**src/rtl/multicycle_control_fsm_pkg.sv**
```systemverilog
// mcpu_ctrl_pkg: state encoding, ALU codes, opcode/funct constants and mux encodings
// shared by the multicycle MIPS control FSM and its datapath.
package mcpu_ctrl_pkg;
  localparam int CNT_W = $clog2(16);
  typedef enum logic [4:0] {
    RESET = 5'd0, FETCH, MEM_WAIT, IR_WRITE, DECODE, EXEC_R, WB_R, BRANCH, ADDR,
    LW_RD, LW_WAIT, LW_WB, SW_WR, LUI_WB, JUMP, EXC, BREAK
  } state_t;
  localparam logic [2:0] ALU_ADD = 3'b001;
  localparam logic [2:0] ALU_SUB = 3'b010;
  localparam logic [2:0] ALU_AND = 3'b011;
  localparam logic [2:0] ALU_XOR = 3'b110;
  localparam logic [5:0] OP_RTYPE = 6'h00;
  localparam logic [5:0] OP_J     = 6'h02;
  localparam logic [5:0] OP_BEQ   = 6'h04;
  localparam logic [5:0] OP_BNE   = 6'h05;
  localparam logic [5:0] OP_LUI   = 6'h0F;
  localparam logic [5:0] OP_LW    = 6'h23;
  localparam logic [5:0] OP_SW    = 6'h2B;
  localparam logic [5:0] FN_NOP   = 6'h00;
  localparam logic [5:0] FN_BREAK = 6'h0D;
  localparam logic [5:0] FN_ADD   = 6'h20;
  localparam logic [5:0] FN_SUB   = 6'h22;
  localparam logic [5:0] FN_AND   = 6'h24;
  localparam logic [5:0] FN_XOR   = 6'h26;
  localparam logic [1:0] PC_ALU    = 2'b00;
  localparam logic [1:0] PC_ALUOUT = 2'b01;
  localparam logic [1:0] PC_JUMP   = 2'b10;
  localparam logic [1:0] PC_EXC    = 2'b11;
  localparam logic [1:0] M2R_ALUOUT = 2'b00;
  localparam logic [1:0] M2R_MDR    = 2'b01;
  localparam logic [1:0] M2R_LUI    = 2'b10;
  function automatic logic [2:0] functAlu(input logic [5:0] f);
    return f == FN_SUB ? ALU_SUB : f == FN_AND ? ALU_AND : f == FN_XOR ? ALU_XOR : ALU_ADD;
  endfunction
endpackage

```
**src/rtl/multicycle_control_fsm_if.sv**
```systemverilog
// multicycle_control_fsm_if: IR fields, ALU flags and datapath control enables between
// the control FSM (master) and the datapath (slave).
interface multicycle_control_fsm_if;
  logic [5:0] opcode;
  logic [5:0] funct;
  logic aluZero;
  logic aluOverflow;
  logic memWriteOrRead;
  logic iorD;
  logic irWrite;
  logic mdrWrite;
  logic pcControl;
  logic pcCond;
  logic bneORbeq;
  logic [1:0] origPC;
  logic writeA;
  logic writeB;
  logic aluSrcA;
  logic [1:0] aluSrcB;
  logic [2:0] aluControl;
  logic aluOutControl;
  logic regWrite;
  logic regDst;
  logic [1:0] memToReg;
  logic epcWrite;
  logic halted;
  logic [4:0] estado;
  modport master (
    input opcode, funct, aluZero, aluOverflow,
    output memWriteOrRead, iorD, irWrite, mdrWrite, pcControl, pcCond, bneORbeq, origPC,
    writeA, writeB, aluSrcA, aluSrcB, aluControl, aluOutControl, regWrite, regDst,
    memToReg, epcWrite, halted, estado
  );
  modport slave (
    output opcode, funct, aluZero, aluOverflow,
    input memWriteOrRead, iorD, irWrite, mdrWrite, pcControl, pcCond, bneORbeq, origPC,
    writeA, writeB, aluSrcA, aluSrcB, aluControl, aluOutControl, regWrite, regDst,
    memToReg, epcWrite, halted, estado
  );
endinterface

```
**src/rtl/multicycle_control_fsm_mem_wait_counter.sv**
```systemverilog
// mem_wait_counter: down-counter timing the memory latency; loaded with LOAD, done at zero.
module mem_wait_counter
  import mcpu_ctrl_pkg::*;
#(
  parameter int LOAD = 1
) (
  input  logic clk,
  input  logic reset,
  input  logic load,
  input  logic count,
  output logic done
);
  logic [CNT_W-1:0] cnt;
  always_ff @(posedge clk) begin
    if (reset) cnt <= '0;
    else if (load) cnt <= CNT_W'(LOAD);
    else if (count && cnt != '0) cnt <= cnt - 1'b1;
  end
  assign done = cnt == '0;
endmodule

```
**src/rtl/multicycle_control_fsm.sv**
```systemverilog
// multicycle_control_fsm: Moore control FSM sequencing the multicycle MIPS datapath,
// with variable memory latency and overflow / invalid-opcode exceptions.
module multicycle_control_fsm
  import mcpu_ctrl_pkg::*;
#(
  parameter int MEM_LATENCY = 2,
  parameter bit OVF_EXC_EN  = 1'b1
) (
  input logic clk,
  input logic reset,
  multicycle_control_fsm_if.master bus
);
  state_t state, nextState;
  logic cntDone, isRAlu, isAddSub;
  assign isRAlu   = bus.funct inside {FN_ADD, FN_SUB, FN_AND, FN_XOR};
  assign isAddSub = bus.funct inside {FN_ADD, FN_SUB};
  // Both memory waits share one counter: the issuing state loads it, the wait state drains it.
  mem_wait_counter #(.LOAD(MEM_LATENCY - 1)) waitCnt (
    .clk(clk),
    .reset(reset),
    .load(state == FETCH || state == LW_RD),
    .count(state == MEM_WAIT || state == LW_WAIT),
    .done(cntDone)
  );
  always_ff @(posedge clk) state <= reset ? RESET : nextState;
  always_comb begin
    nextState          = state;
    bus.memWriteOrRead = 1'b0;
    bus.iorD           = 1'b0;
    bus.irWrite        = 1'b0;
    bus.mdrWrite       = 1'b0;
    bus.pcControl      = 1'b0;
    bus.pcCond         = 1'b0;
    bus.bneORbeq       = 1'b0;
    bus.origPC         = PC_ALU;
    bus.writeA         = 1'b0;
    bus.writeB         = 1'b0;
    bus.aluSrcA        = 1'b0;
    bus.aluSrcB        = 2'b00;
    bus.aluControl     = 3'b000;
    bus.aluOutControl  = 1'b0;
    bus.regWrite       = 1'b0;
    bus.regDst         = 1'b0;
    bus.memToReg       = M2R_ALUOUT;
    bus.epcWrite       = 1'b0;
    bus.halted         = 1'b0;
    bus.estado         = state;
    case (state)
      RESET:    nextState = FETCH;
      FETCH:    nextState = MEM_WAIT;
      MEM_WAIT: nextState = cntDone ? IR_WRITE : MEM_WAIT;
      IR_WRITE: begin
        bus.irWrite    = 1'b1;
        bus.pcControl  = 1'b1;
        bus.aluSrcB    = 2'b01;
        bus.aluControl = ALU_ADD;
        bus.origPC     = PC_ALU;
        nextState      = DECODE;
      end
      DECODE: begin
        bus.writeA        = 1'b1;
        bus.writeB        = 1'b1;
        bus.aluSrcB       = 2'b11;
        bus.aluControl    = ALU_ADD;
        bus.aluOutControl = 1'b1;
        nextState = bus.opcode == OP_RTYPE ?
                      (isRAlu ? EXEC_R : bus.funct == FN_NOP ? FETCH : bus.funct == FN_BREAK ? BREAK : EXC) :
                    bus.opcode inside {OP_BEQ, OP_BNE} ? BRANCH :
                    bus.opcode inside {OP_LW, OP_SW}   ? ADDR :
                    bus.opcode == OP_LUI ? LUI_WB :
                    bus.opcode == OP_J   ? JUMP : EXC;
      end
      EXEC_R: begin
        bus.aluSrcA       = 1'b1;
        bus.aluControl    = functAlu(bus.funct);
        bus.aluOutControl = 1'b1;
        nextState = (bus.aluOverflow && OVF_EXC_EN && isAddSub) ? EXC : WB_R;
      end
      WB_R: begin
        bus.regWrite = 1'b1;
        bus.regDst   = 1'b1;
        nextState    = FETCH;
      end
      BRANCH: begin
        bus.aluSrcA    = 1'b1;
        bus.aluControl = ALU_SUB;
        bus.pcCond     = 1'b1;
        bus.origPC     = PC_ALUOUT;
        bus.bneORbeq   = bus.opcode == OP_BEQ;
        nextState      = FETCH;
      end
      ADDR: begin
        bus.aluSrcA       = 1'b1;
        bus.aluSrcB       = 2'b10;
        bus.aluControl    = ALU_ADD;
        bus.aluOutControl = 1'b1;
        nextState         = bus.opcode == OP_LW ? LW_RD : SW_WR;
      end
      LW_RD: begin
        bus.iorD  = 1'b1;
        nextState = LW_WAIT;
      end
      LW_WAIT: begin
        bus.iorD     = 1'b1;
        bus.mdrWrite = cntDone;
        nextState    = cntDone ? LW_WB : LW_WAIT;
      end
      LW_WB: begin
        bus.regWrite = 1'b1;
        bus.memToReg = M2R_MDR;
        nextState    = FETCH;
      end
      SW_WR: begin
        bus.iorD           = 1'b1;
        bus.memWriteOrRead = 1'b1;
        nextState          = FETCH;
      end
      LUI_WB: begin
        bus.regWrite = 1'b1;
        bus.memToReg = M2R_LUI;
        nextState    = FETCH;
      end
      JUMP: begin
        bus.pcControl = 1'b1;
        bus.origPC    = PC_JUMP;
        nextState     = FETCH;
      end
      EXC: begin
        bus.epcWrite  = 1'b1;
        bus.pcControl = 1'b1;
        bus.origPC    = PC_EXC;
        nextState     = FETCH;
      end
      BREAK:   bus.halted = 1'b1;
      default: nextState = RESET;
    endcase
  end
endmodule

```
**src/flat_wrapper.sv**
```systemverilog
// flat-port wrapper written by rule: the top's interface ports become plain ports
module multicycle_control_fsm_flat import mcpu_ctrl_pkg::*;
#(
  parameter int MEM_LATENCY = 2,
  parameter bit OVF_EXC_EN  = 1'b1
)
  (clk, reset, bus_opcode, bus_funct, bus_aluZero, bus_aluOverflow, bus_memWriteOrRead, bus_iorD, bus_irWrite, bus_mdrWrite, bus_pcControl, bus_pcCond, bus_bneORbeq, bus_origPC, bus_writeA, bus_writeB, bus_aluSrcA, bus_aluSrcB, bus_aluControl, bus_aluOutControl, bus_regWrite, bus_regDst, bus_memToReg, bus_epcWrite, bus_halted, bus_estado);
  multicycle_control_fsm_if bus_i ();
  input logic clk;
  input logic reset;
  input wire logic [$bits(bus_i.opcode)-1:0] bus_opcode;
  input wire logic [$bits(bus_i.funct)-1:0] bus_funct;
  input wire logic [$bits(bus_i.aluZero)-1:0] bus_aluZero;
  input wire logic [$bits(bus_i.aluOverflow)-1:0] bus_aluOverflow;
  output wire logic [$bits(bus_i.memWriteOrRead)-1:0] bus_memWriteOrRead;
  output wire logic [$bits(bus_i.iorD)-1:0] bus_iorD;
  output wire logic [$bits(bus_i.irWrite)-1:0] bus_irWrite;
  output wire logic [$bits(bus_i.mdrWrite)-1:0] bus_mdrWrite;
  output wire logic [$bits(bus_i.pcControl)-1:0] bus_pcControl;
  output wire logic [$bits(bus_i.pcCond)-1:0] bus_pcCond;
  output wire logic [$bits(bus_i.bneORbeq)-1:0] bus_bneORbeq;
  output wire logic [$bits(bus_i.origPC)-1:0] bus_origPC;
  output wire logic [$bits(bus_i.writeA)-1:0] bus_writeA;
  output wire logic [$bits(bus_i.writeB)-1:0] bus_writeB;
  output wire logic [$bits(bus_i.aluSrcA)-1:0] bus_aluSrcA;
  output wire logic [$bits(bus_i.aluSrcB)-1:0] bus_aluSrcB;
  output wire logic [$bits(bus_i.aluControl)-1:0] bus_aluControl;
  output wire logic [$bits(bus_i.aluOutControl)-1:0] bus_aluOutControl;
  output wire logic [$bits(bus_i.regWrite)-1:0] bus_regWrite;
  output wire logic [$bits(bus_i.regDst)-1:0] bus_regDst;
  output wire logic [$bits(bus_i.memToReg)-1:0] bus_memToReg;
  output wire logic [$bits(bus_i.epcWrite)-1:0] bus_epcWrite;
  output wire logic [$bits(bus_i.halted)-1:0] bus_halted;
  output wire logic [$bits(bus_i.estado)-1:0] bus_estado;
  assign bus_i.opcode = bus_opcode;
  assign bus_i.funct = bus_funct;
  assign bus_i.aluZero = bus_aluZero;
  assign bus_i.aluOverflow = bus_aluOverflow;
  assign bus_memWriteOrRead = bus_i.memWriteOrRead;
  assign bus_iorD = bus_i.iorD;
  assign bus_irWrite = bus_i.irWrite;
  assign bus_mdrWrite = bus_i.mdrWrite;
  assign bus_pcControl = bus_i.pcControl;
  assign bus_pcCond = bus_i.pcCond;
  assign bus_bneORbeq = bus_i.bneORbeq;
  assign bus_origPC = bus_i.origPC;
  assign bus_writeA = bus_i.writeA;
  assign bus_writeB = bus_i.writeB;
  assign bus_aluSrcA = bus_i.aluSrcA;
  assign bus_aluSrcB = bus_i.aluSrcB;
  assign bus_aluControl = bus_i.aluControl;
  assign bus_aluOutControl = bus_i.aluOutControl;
  assign bus_regWrite = bus_i.regWrite;
  assign bus_regDst = bus_i.regDst;
  assign bus_memToReg = bus_i.memToReg;
  assign bus_epcWrite = bus_i.epcWrite;
  assign bus_halted = bus_i.halted;
  assign bus_estado = bus_i.estado;
  multicycle_control_fsm #(.MEM_LATENCY(MEM_LATENCY), .OVF_EXC_EN(OVF_EXC_EN)) u_core (.clk(clk), .reset(reset), .bus(bus_i));
endmodule
```
**config.mk**
```make
export PLATFORM = sky130hd
export DESIGN_NAME = multicycle_control_fsm_flat
export DESIGN_NICKNAME = d
export VERILOG_FILES = /design/src/rtl/multicycle_control_fsm_pkg.sv /design/src/rtl/multicycle_control_fsm_if.sv /design/src/rtl/multicycle_control_fsm_mem_wait_counter.sv /design/src/rtl/multicycle_control_fsm.sv /design/src/flat_wrapper.sv
export SDC_FILE = /design/constraint.sdc
export NUM_CORES = 1
export LEC_CHECK = 0
export BUFFER_PORTS_ARGS = -buffer_cell sky130_fd_sc_hd__buf_2
export CAP_MARGIN = 20
export CORE_ASPECT_RATIO = 1.5
export CORE_MARGIN = 1
export CORE_UTILIZATION = 25
export CTS_CLUSTER_DIAMETER = 80
export DETAILED_ROUTE_END_ITERATION = 10
export SLEW_MARGIN = 20
export SYNTH_ARGS = -nofsm -noshare
export SYNTH_HDL_FRONTEND = slang
export SYNTH_SLANG_ARGS = --single-unit
```
**constraint.sdc**
```tcl
create_clock -name clk -period 1.85 [get_ports clk]
set_input_delay 0.0925 -clock clk [delete_from_list [all_inputs] [get_ports clk]]
set_output_delay 0.0925 -clock clk [all_outputs]
set_load 0.01 [all_outputs]
```
Word-level counts from Yosys, hierarchy flattened
Cells that the tools add are included.
Widths: inputs -> output; s select.
{ "totals": {"regBits": 9, "in_bits": 16, "out_inout_bits": 29, "wordCells": 89} }
{ "classes": {"add_sub_neg": 1, "n_eq_ne": 27, "n_mux": 36, "n_reduce_logical": 22} }
{ "op_table": {"columns": ["cell", "count"], "rows": [
  ["$pmux 5 s10", 1],
  ["$eq 5x4->1 const B", 8],
  ["$eq 6x6->1 const B", 6],
  ["$mux 5", 7],
  ["$eq 5x3->1 const B", 4],
  ["$mux 1", 19],
  ["$reduce_or 3->1", 6],
  ["$eq 6x3->1 const B", 2],
  ["$eq 6x4->1 const B", 2],
  ["$logic_not 6->1", 2],
  ["$mux 3", 4],
  ["$pmux 2 s3", 2],
  ["$eq 5x2->1 const B", 2],
  ["$pmux 3 s3", 1],
  ["$reduce_bool 2->1", 4],
  ["$reduce_bool 4->1", 2],
  ["$reduce_or 8->1", 1],
  ["$eq 6x2->1 const B", 1],
  ["$eq 5x1->1 const B", 1],
  ["$eq 5x5->1 const B", 1],
  ["$logic_not 5->1", 1],
  ["$logic_not 4->1", 1],
  ["$mux 4", 1],
  ["$pmux 2 s2", 1],
  ["4 further kinds", 6]
]} }

Longest topological paths before layout
Gate-level depths: netlist (run 1).
{ "logic_depth": {"depth_word": 7, "mapped_depth": 7} }

By module
Synthesis (run 1) repeated with hierarchy kept, for this count alone.
{ "unflattened": {"hier_cells": 143, "hier_area_um2": 1001.0} }
{ "modules_own_cells": {"columns": ["module", "n_inst", "cells_per_inst", "area_each_um2", "seq_area_each_um2"], "rows": [
  ["multicycle_control_fsm", 1, 119, 788.3, 100.1],
  ["mem_wait_counter", 1, 24, 212.7, 80.1]
]} }

Least setup slack after synthesis (run 1)
Ideal clock, no wire load.
{ "synth_timing": {"path_type": "flip-flop to flip-flop", "from": "reg u_core.waitCnt.cnt[0]", "to": "reg u_core.state[0], in the netlist u_core.bus.estado[0]", "arrival_ns": 1.604, "required_time_ns": 1.759, "path_slack_ns": 0.155, "stages_incl_launch_ff": 8, "period_less_slack_ns": 1.695, "cell_sequence": "dfxtp_1 inv_1 ha_1 or3b_1 buf_6 a2bb2oi_2 o32a_1 a311oi_1"} }
{ "synth_between": {"elab_chain_cells": 3} }
{ "synth_rtl": {"columns": ["item", "line", "rtl"], "rows": [
  ["start: declaration", "multicycle_control_fsm_mem_wait_counter.sv:13", "logic [CNT_W-1:0] cnt;"],
  ["start signal: assignment", "multicycle_control_fsm_mem_wait_counter.sv:16", "else if (load) cnt <= CNT_W'(LOAD);"],
  ["start signal: assignment", "multicycle_control_fsm_mem_wait_counter.sv:17", "else if (count && cnt != '0) cnt <= cnt - 1'b1;"],
  ["$logic_not 4->1 *", "multicycle_control_fsm_mem_wait_counter.sv:19", "assign done = cnt == '0;"],
  ["$mux 1", "multicycle_control_fsm.sv:51, multicycle_control_fsm.sv:106", null],
  ["$pmux 5 s10 *", "multicycle_control_fsm.sv:48", "case (state)"],
  ["end signal: assignment", "multicycle_control_fsm.sv:25", "always_ff @(posedge clk) state <= reset ? RESET : nextState;"],
  ["end: declaration", "multicycle_control_fsm.sv:13", "state_t state, nextState;"]
]} }
Every way passes the cells marked *; elsewhere a longest branch is shown, timed or not.
A chain may end at the register's enable or synchronous reset.

Worst setup path in the final report (run 1)
{ "layout_timing": {"from": "reg u_core.state[2], in the netlist u_core.bus.estado[2]", "to": "out bus_aluControl[2]"} }
{ "layout_between": {"elab_chain_cells": 3} }
{ "layout_rtl": {"columns": ["item", "line", "rtl"], "rows": [
  ["$eq 5x2->1, or another cell as far along", "multicycle_control_fsm.sv:48", null],
  ["$reduce_or 3->1 (no source line)", null, null],
  ["$pmux 3 s3 *", "multicycle_control_fsm.sv:48", null],
  ["end: declaration", "flat_wrapper.sv:27", "output wire logic [$bits(bus_i.aluControl)-1:0] bus_aluControl;"]
]} }
Marks and branches as above.

==> results of run 1 <==
==> layout make-up <==
type,count,area (sq um)
clock inverters,1,5.00
multi-input cells,112,684
well taps,42,52.6
flip-flops and latches,9,181
fillers,378,2170
inverters,9,35.0
clock buffers,3,41.3
repair buffers,56,313
==> cell usage in the layout, fill, tap and decap left out, types with 3 or more instances in the layout <==
| cell | count |
|---|---|
| sky130_fd_sc_hd__buf_2 | 43 |
| sky130_fd_sc_hd__nor3_1 | 7 |
| sky130_fd_sc_hd__nand2_1 | 9 |
| sky130_fd_sc_hd__nand3_1 | 7 |
| sky130_fd_sc_hd__nand2b_1 | 3 |
| sky130_fd_sc_hd__buf_4 | 13 |
| sky130_fd_sc_hd__clkbuf_8 | 3 |
| sky130_fd_sc_hd__nor2_1 | 23 |
| sky130_fd_sc_hd__inv_1 | 7 |
| sky130_fd_sc_hd__nand4_1 | 4 |
| sky130_fd_sc_hd__dfxtp_1 | 8 |
| sky130_fd_sc_hd__a21oi_1 | 6 |
| sky130_fd_sc_hd__o21a_1 | 4 |
| sky130_fd_sc_hd__o21ai_1 | 4 |
| sky130_fd_sc_hd__o21ai_0 | 3 |
| sky130_fd_sc_hd__nor2b_1 | 3 |
==> per-layer routing <==
metal	GRT usage, %	wire (microns)	up-vias
met3	2.58	134	6
li1	-	-	609
met5	0	0	-
met2	27.8	1570	36
met1	17.7	1280	546
met4	6.49	73	0
==> Yosys cell counts (all sizes together) (2+ instances only) <==
cell    number  area, sq um
nor2        23         86.3
dfxtp        9          180
nand2        9         33.8
inv          8         30.0
nor3         8         40.0
nand3        7         35.0
o21ai        7         35.0
a21oi        6         30.0
clkbuf       5         18.8
nand4        4         25.0
o21a         4         30.0
buf          3         23.8
nand2b       3         18.8
nor2b        3         18.8
a211oi       2         15.0
a311oi       2         17.5
a31o         2         17.5
a31oi        2         12.5
a41oi        2         17.5
and3         2         12.5
ha           2         25.0
nand4b       2         17.5
or3b         2         17.5
or4          2         15.0
xnor2        2         17.5
xor2         2         17.5
==> how the worst min path moves through the flow <==
stage | startpoint | endpoint | cells past startpoint
2_1_floorplan | reset | u_core.bus.estado[4] | 1
3_3_place_gp | reset | u_core.bus.estado[4] | 2
3_5_place_dp | reset | u_core.bus.estado[4] | 2
4_1_cts | reset | u_core.bus.estado[4] | 2
5_1_grt | reset | u_core.bus.estado[4] | 2
6_report | reset | u_core.bus.estado[4] | 2
==> kinds of logic after synthesis <==
logic type               after synthesis
AND/OR/NAND/NOR                       71
AO/OA/AOI/OAI                         34
buffers and inverters                 17
flip-flops                             9
XOR/XNOR                               4
adder cells (fa/ha/maj)                2
multiplexers                           1
==> sequential cells by signal, indices dropped and copies added, names as in the netlist <==
signal	cells
u_core.waitCnt.cnt	4
u_core.bus.estado	5
==> power groups by stage <==
stage                     registers, mW  clock network [mW]  logic (mW)
after detailed placement          0.343                   0       0.999
after CTS                         0.340               0.234        1.01
after global placement            0.344                   0        1.00
after floorplan                   0.313                   0       0.675
after global routing              0.357               0.246        1.12
final                             0.344               0.230        1.02
==> worst max-delay path, delay by kind of cell (launching register included) <==
family | cells | cell delay [ns]
buffers and inverters | 1 | 0.13
flip-flops | 1 | 0.45
AND/OR/NAND/NOR | 4 | 0.87
==> stage by stage <==
stage / instances / power (mW) / cell area [sq um] / utilization, % / worst slack, ns
2_1_floorplan: 138 / 0.988 / 937 / - / 0.155
3_3_place_gp: 228 / 1.35 / 1260 / 36.2 / 0.199
3_5_place_dp: 228 / 1.34 / 1260 / 36.2 / 0.181
4_1_cts: 232 / 1.58 / 1310 / 37.5 / 0.0620
5_1_grt: 232 / 1.72 / 1310 / 37.7 / 0.0120
6_report: 232 / 1.59 / 1310 / 37.7 / 0.0726
==> tab_implementation.tex, run 1 <==
\begin{tabular}{lr}
\hline
Metric & Value \\
\hline
\multicolumn{2}{l}{\textbf{Placed design}} \\
\quad RD Place Congestion & around 0.84 \\
\quad \# port buffers & 43 \\
\quad Detailed placement HPWL & roughly 2400 microns \\
\multicolumn{2}{l}{\textbf{Global routing}} \\
\quad GR Util All Layers & 15.7\% \\
\quad Vias in the first global route & 1094 \\
\quad GRT overflow & 0 \\
\quad Maximum number of pins on one net before global-route repair & 13 \\
\quad First-pass GRT wire length & 4890 microns \\
\quad Number of antenna violations at the first check in global routing & 0 \\
\multicolumn{2}{l}{\textbf{STA}} \\
\quad Max Transition Viols Final & 0 \\
\quad Max\_slew headroom & 66.1\% \\
\quad Final Hold Violating Endpoints & 0 \\
\quad Fin crit period & $\sim$1.8 ns \\
\quad Total negative slack & 0 ns \\
\quad RSZ-0062 raised after global routing & false \\
\quad Final Setup Violations & 0 \\
\quad Post-route worst hold slack & $\sim$0.087 ns \\
\quad Post-route clock skew & 0.00445 ns \\
\quad Transition at the pin with the smallest max-transition slack & 0.508 ns \\
\quad Top achievable clock speed & 0.563 GHz \\
\quad Final period util & 96.1\% \\
\multicolumn{2}{l}{\textbf{Clock tree}} \\
\quad Number of sinks driven by the clock tree & 9 \\
\quad Clock-pin slew on the worst setup and hold paths & 0.05 ns \\
\quad Number of resized instances in the post-cts repair step & 0 \\
\quad Number of buffers added by the clock tree synthesis step & 3 \\
\quad Clock tree from TritonCTS & built \\
\quad Buffer levels on the longest clock path & 2 \\
\quad Count of hold-fix buffers inserted at cts & 0 \\
\quad Max H-tree Level & 1 \\
\quad Buffers inserted during post-CTS setup optimization & 0 \\
\quad Clock latency on the worst-skew pair & 0.24 ns \\
\quad Root cell of the clock tree & sky130\_fd\_sc\_hd\_\_clkbuf\_8 \\
\multicolumn{2}{l}{\textbf{Finish}} \\
\quad Nets & 209 \\
\quad P\&R area growth vs syn & 40.1\% \\
\quad Layout cell share with drive strength beyond 1 & 35.3\% \\
\quad Antenna Diode Count & 0 \\
\multicolumn{2}{l}{\textbf{Worst setup path}} \\
\quad Worst reg-to-reg path cell count & 6 \\
\quad Reg2Reg Launch Point & u\_core.waitCnt.cnt[0] \\
\quad Worst Setup SP & u\_core.bus.estado[2] \\
\quad Critical-path top delay cell & sky130\_fd\_sc\_hd\_\_or3b\_1 \\
\quad Class of the most critical setup path & reg2out \\
\quad CP startpoint kind & register \\
\quad Capture point of the worst reg-to-reg path & u\_core.bus.estado[0] \\
\quad Slack of the worst reg-to-reg path & 0.17 ns \\
\quad Crit-path most repeated cell & sky130\_fd\_sc\_hd\_\_nor2\_1 \\
\quad Critical path data required time & 1.76 ns \\
\quad Highest net fanout along the worst path & 7 \\
\quad Crit end category & output port \\
\quad Arrival time of data at the critical path endpoint & about 1.7 ns \\
\quad Slowest cell delay on critical path & approximately 0.49 ns \\
\quad End point of the critical path & bus\_aluControl[2] \\
\quad Cell breakdown of the critical path & or3b\_1 -> nor2\_1 -> nand3\_1 -> nor2\_1 -> buf\_2 \\
\multicolumn{2}{l}{\textbf{Synthesis}} \\
\quad Count of yosys warnings during synthesis & 0 \\
\quad Simple-gate share of the synthesized area & 39.5\% \\
\quad Share of synthesized area spent on multiplexers & 1.07\% \\
\quad Post-Synth XOR/XNOR Area & 3.74\% \\
\quad Mean post-synth cell area & 6.79 sq um \\
\quad Total standard cell area after synthesis & 937 sq um \\
\quad Post-synthesis adder-cell area fraction & under 10\% \\
\quad Total of flip-flops plus latches after synthesis & 9 \\
\quad Post-synthesis compound-gate area fraction & between 20\% and 30\% \\
\quad Post-Syn Nets & 156 \\
\quad Gate Count Post-Synth & 138 \\
\quad Synth unique cells & 46 \\
\quad Sequential-to-total area share from yosys stat & 19.2\% \\
\quad Largest family of logic cells by synthesized area & simple AND/OR/NAND/NOR gates \\
\quad Post-synth EDFFs & 0 \\
\quad Async set-or-reset flop fraction in the synthesized netlist & 0\% \\
\quad Primary FF master, synth & sky130\_fd\_sc\_hd\_\_dfxtp\_1 \\
\multicolumn{2}{l}{\textbf{Run status}} \\
\quad Result of the run & complete, no violations \\
\multicolumn{2}{l}{\textbf{Power}} \\
\quad Part of the power in registers & 21.6\% \\
\quad Clock power share & 14.4\% \\
\quad Share of total power consumed by net switching & 46.4\% \\
\quad PD cells & between 1000 and 1500 nW/um\^{}2 \\
\quad Share of total power in combinational logic & between 60 and 70\% \\
\quad Standby leakage power & $\sim$0.63 nW \\
\quad Maximum ir drop on the vdd rail & 502 uV \\
\quad Power dissipated by switching net loads & 741 uW \\
\quad Internal power & between 800 and 900 uW \\
\multicolumn{2}{l}{\textbf{Routing}} \\
\quad DR vias & 1197 \\
\quad Number of nets with antenna violations after routing & 0 \\
\quad DRC violations left & 0 \\
\quad Average vias per placed instance & 5.16 \\
\quad Number of DRC violations after detailed-routing iteration 0 & 16 \\
\quad Number of iterations in the first detailed-routing pass & 4 \\
\quad Routed length per instance & 13.2 microns \\
\quad Total routed wirelength & 3060 microns \\
\multicolumn{2}{l}{\textbf{Floorplanning}} \\
\quad FP Rows & 26 \\
\quad Core footprint & 3480 sq um \\
\quad Y dimension of the die & 77.0 microns \\
\quad Starting Density & 26.9\% \\
\quad Die Area & 4000 sq um \\
\quad Count of boundary I/O pins & 45 \\
\quad Die Width & $\sim$52 microns \\
\multicolumn{2}{l}{\textbf{Run}} \\
\quad Reported max-cap violation count & 0 \\
\multicolumn{2}{l}{\textbf{Min path}} \\
\quad Tightest Hold Check Type & in2reg \\
\hline
\end{tabular}
No activity file was read; power rests on OpenSTA's default activity.
==> run 2: changes to the inputs <==
--- a/config.mk
+++ b/config.mk
@@ -9,9 +9,11 @@
 export CAP_MARGIN = 20
 export CORE_ASPECT_RATIO = 1.5
 export CORE_MARGIN = 1
-export CORE_UTILIZATION = 25
+export CORE_UTILIZATION = 46
 export CTS_CLUSTER_DIAMETER = 80
 export DETAILED_ROUTE_END_ITERATION = 10
+export PLACE_DENSITY = 0.8
+export SKIP_CTS_REPAIR_TIMING = 1
 export SLEW_MARGIN = 20
 export SYNTH_ARGS = -nofsm -noshare
 export SYNTH_HDL_FRONTEND = slang
==> run 2 against run 1 <==
Critical path depth is 1 lower. Core utilization is 28 points higher. Highest routed layer unchanged. Worst hold slack worse by 0.0086 ns. Non-clock buffer count is 4 lower. Via count is 1.9% higher.
==> tab_implementation.tex, run 2 (synthesis results as in run 1) <==
\begin{tabular}{lr}
\hline
Metric & Value \\
\hline
\multicolumn{2}{l}{\textbf{Floorplanning}} \\
\quad Die Area & 2230 sq um (was 4000 sq um) \\
\quad Y dimension of the die & 57.3 microns (was 77.0 microns) \\
\quad Starting Density & 49.9\% (was 26.9\%) \\
\quad Count of boundary I/O pins & 45 (unchanged) \\
\quad Die Width & 38.9 microns (was 52.0 microns) \\
\quad FP Rows & 19 (was 26) \\
\quad Core footprint & 1880 sq um (was 3480 sq um) \\
\multicolumn{2}{l}{\textbf{Power}} \\
\quad Standby leakage power & 0.600 nW (was 0.630 nW) \\
\quad PD cells & 1190 nW/um\^{}2 (was 1220 nW/um\^{}2) \\
\quad Internal power & 770 uW (was 854 uW) \\
\quad Part of the power in registers & 21.1\% (was 21.6\%) \\
\quad Clock power share & 10.7\% (was 14.4\%) \\
\quad Power dissipated by switching net loads & 703 uW (was 741 uW) \\
\quad Share of total power consumed by net switching & 47.7\% (was 46.4\%) \\
\quad Maximum ir drop on the vdd rail & 625 uV (was 502 uV) \\
\quad Share of total power in combinational logic & 68.2\% (was 64.0\%) \\
\multicolumn{2}{l}{\textbf{Clock tree}} \\
\quad Max H-tree Level & 1 (unchanged) \\
\quad Number of sinks driven by the clock tree & 9 (unchanged) \\
\quad Number of buffers added by the clock tree synthesis step & 3 (unchanged) \\
\quad Clock-pin slew on the worst setup and hold paths & 0.06 ns (was 0.05 ns) \\
\quad Clock latency on the worst-skew pair & 0.27 ns (was 0.24 ns) \\
\quad Clock tree from TritonCTS & built (unchanged) \\
\quad Root cell of the clock tree & sky130\_fd\_sc\_hd\_\_clkbuf\_4 (was sky130\_fd\_sc\_hd\_\_clkbuf\_8) \\
\quad Buffer levels on the longest clock path & 2 (unchanged) \\
\multicolumn{2}{l}{\textbf{Routing}} \\
\quad Number of nets with antenna violations after routing & 0 (unchanged) \\
\quad Number of iterations in the first detailed-routing pass & 5 (was 4) \\
\quad DR vias & 1220 (was 1197) \\
\quad DRC violations left & 0 (unchanged) \\
\quad Number of DRC violations after detailed-routing iteration 0 & 51 (was 16) \\
\quad Average vias per placed instance & 5.89 (was 5.16) \\
\quad Total routed wirelength & 2820 microns (was 3060 microns) \\
\quad Routed length per instance & 13.6 microns (was 13.2 microns) \\
\multicolumn{2}{l}{\textbf{Global routing}} \\
\quad First-pass GRT wire length & 4460 microns (was 4890 microns) \\
\quad GRT overflow & 0 (unchanged) \\
\quad Number of antenna violations at the first check in global routing & 0 (unchanged) \\
\quad GR Util All Layers & 26.9\% (was 15.7\%) \\
\quad Vias in the first global route & 1049 (was 1094) \\
\quad Maximum number of pins on one net before global-route repair & 10 (was 13) \\
\multicolumn{2}{l}{\textbf{STA}} \\
\quad Final Setup Violations & 0 (unchanged) \\
\quad Fin crit period & 1.77 ns (was 1.78 ns) \\
\quad Transition at the pin with the smallest max-transition slack & 0.488 ns (was 0.508 ns) \\
\quad Final period util & 95.9\% (was 96.1\%) \\
\quad Max Transition Viols Final & 0 (unchanged) \\
\quad Total negative slack & 0 ns (unchanged) \\
\quad Post-route clock skew & 0.00779 ns (was 0.00445 ns) \\
\quad Least setup slack across all paths after layout & 0.0759 ns (was 0.0726 ns) \\
\quad Max\_slew headroom & 67.4\% (was 66.1\%) \\
\quad Top achievable clock speed & 0.564 GHz (was 0.563 GHz) \\
\quad Final Hold Violating Endpoints & 0 (unchanged) \\
\quad RSZ-0062 raised after global routing & false (unchanged) \\
\multicolumn{2}{l}{\textbf{Worst setup path}} \\
\quad Class of the most critical setup path & reg2out (unchanged) \\
\quad CP startpoint kind & register (unchanged) \\
\quad Crit end category & output port (unchanged) \\
\quad Critical path data required time & 1.76 ns (about the same) \\
\quad Slack of the worst reg-to-reg path & 0.11 ns (was 0.17 ns) \\
\quad Arrival time of data at the critical path endpoint & 1.68 ns (about the same) \\
\quad Highest net fanout along the worst path & 8 (was 7) \\
\quad Capture point of the worst reg-to-reg path & u\_core.bus.estado[0] (unchanged) \\
\quad Worst reg-to-reg path cell count & 6 (unchanged) \\
\quad Reg2Reg Launch Point & u\_core.waitCnt.cnt[0] (unchanged) \\
\multicolumn{2}{l}{\textbf{Finish}} \\
\quad P\&R area growth vs syn & 31.6\% (was 40.1\%) \\
\quad Final standard cell utilization of the core & 65.7\% (was 37.7\%) \\
\quad Antenna Diode Count & 0 (unchanged) \\
\quad Post-Layout Cell Count & 207 (was 232) \\
\quad Flip-flop count of the largest register after layout & 5 (unchanged) \\
\quad Commonest cells after routing, fill and taps aside & 43 x sky130\_fd\_sc\_hd\_\_buf\_2, 23 x sky130\_fd\_sc\_hd\_\_nor2\_1, 9 x sky130\_fd\_sc\_hd\_\_nand2\_1, 9 x sky130\_fd\_sc\_hd\_\_buf\_4 (was 43 x sky130\_fd\_sc\_hd\_\_buf\_2, 23 x sky130\_fd\_sc\_hd\_\_nor2\_1, 13 x sky130\_fd\_sc\_hd\_\_buf\_4) \\
\quad Filler Cell Count & 156 (was 378) \\
\quad Most frequent standard cell in the layout excluding fill and tap cells & sky130\_fd\_sc\_hd\_\_buf\_2 (unchanged) \\
\quad Layout cell share with drive strength beyond 1 & 33.3\% (was 35.3\%) \\
\quad Nets & 205 (was 209) \\
\multicolumn{2}{l}{\textbf{Placed design}} \\
\quad DP Worst Slack & 0.127 ns (was 0.181 ns) \\
\quad Detailed placement HPWL & 2250 microns (was 2430 microns) \\
\quad RD Place Congestion & 0.886 (was 0.843) \\
\quad Number of placed instances with taps included & 203 (was 228) \\
\quad \# port buffers & 43 (unchanged) \\
\multicolumn{2}{l}{\textbf{Run}} \\
\quad Reported max-cap violation count & 0 (unchanged) \\
\multicolumn{2}{l}{\textbf{Min path}} \\
\quad Source of the worst hold timing path & reset (unchanged) \\
\quad Tightest Hold Check Type & in2reg (unchanged) \\
\quad Worst Hold Path Cells & 2 (unchanged) \\
\quad Hold worst-path end & u\_core.bus.estado[4] (unchanged) \\
\multicolumn{2}{l}{\textbf{Run status}} \\
\quad Result of the run & complete, no violations (unchanged) \\
\hline
\end{tabular}
## run 2: cell count changes in the layout (fill, tap and decap cells not counted), sizes merged
| cell | change |
|---|---|
| clkbuf | +1 |
| buf | -4 |
| clkinv | -1 |
## run 2: worst max path at each step
| stage | start | end | slack [ns] |
|---|---|---|---|
| detailed placement | u_core.waitCnt.cnt[0] | u_core.bus.estado[0] | 0.13 |
| floorplan | u_core.waitCnt.cnt[0] | u_core.bus.estado[0] | 0.15 |
| global placement | u_core.waitCnt.cnt[0] | u_core.bus.estado[0] | 0.20 |
| global route | u_core.waitCnt.cnt[0] | bus_mdrWrite | 0.004 |
| finish | u_core.bus.estado[3] | bus_aluControl[0] | 0.08 |
| CTS | u_core.bus.estado[2] | bus_aluControl[2] | 0.07 |
## run 2: power groups by stage
stage | sequential [mW] | clock (mW) | combinational (mW)
3_5_place_dp | 0.312 | 0 | 0.974
2_1_floorplan | 0.313 | 0 | 0.675
6_report | 0.310 | 0.158 | 1.01
4_1_cts | 0.307 | 0.157 | 0.979
3_3_place_gp | 0.308 | 0 | 0.955
5_1_grt | 0.318 | 0.163 | 1.10
## run 2: worst max-delay path, cell delays in order, from the launching register on
cell	delay (ns)
sky130_fd_sc_hd__dfxtp_1	0.38
sky130_fd_sc_hd__buf_4	0.19
sky130_fd_sc_hd__or4_1	0.58
sky130_fd_sc_hd__o31ai_1	0.10
sky130_fd_sc_hd__buf_2	0.17
## run 2: layer usage
| metal | vias to the layer above | part of all wire [%] | track usage, % |
|---|---|---|---|
| met2 | 44 | 54 | 49.0 |
| li1 | 599 | - | - |
| met4 | 0 | 0.46 | 6.40 |
| met1 | 573 | 40 | 32.0 |
| met3 | 4 | 5.6 | 2.33 |
| met5 | - | 0 | 0 |
## run 2: layout make-up
cell class                 instances  area [sq um]  area share [%]
clock buffer                       4          26.3            2.13
inverter                           9          35.0            2.84
multi-input combinational        112           682            55.3
sequential                         9           181            14.7
tap                               21          26.3            2.13
timing repair buffer              52           283            22.9
## run 2: through the flow
stage	power [mW]	cell area (sq um)	hold WS [ns]
floorplan	0.988	937	0.162
global placement	1.26	1200	0.340
detailed placement	1.29	1200	0.349
CTS	1.44	1230	0.0785
global route	1.58	1230	0.0897
finish	1.47	1230	0.0789
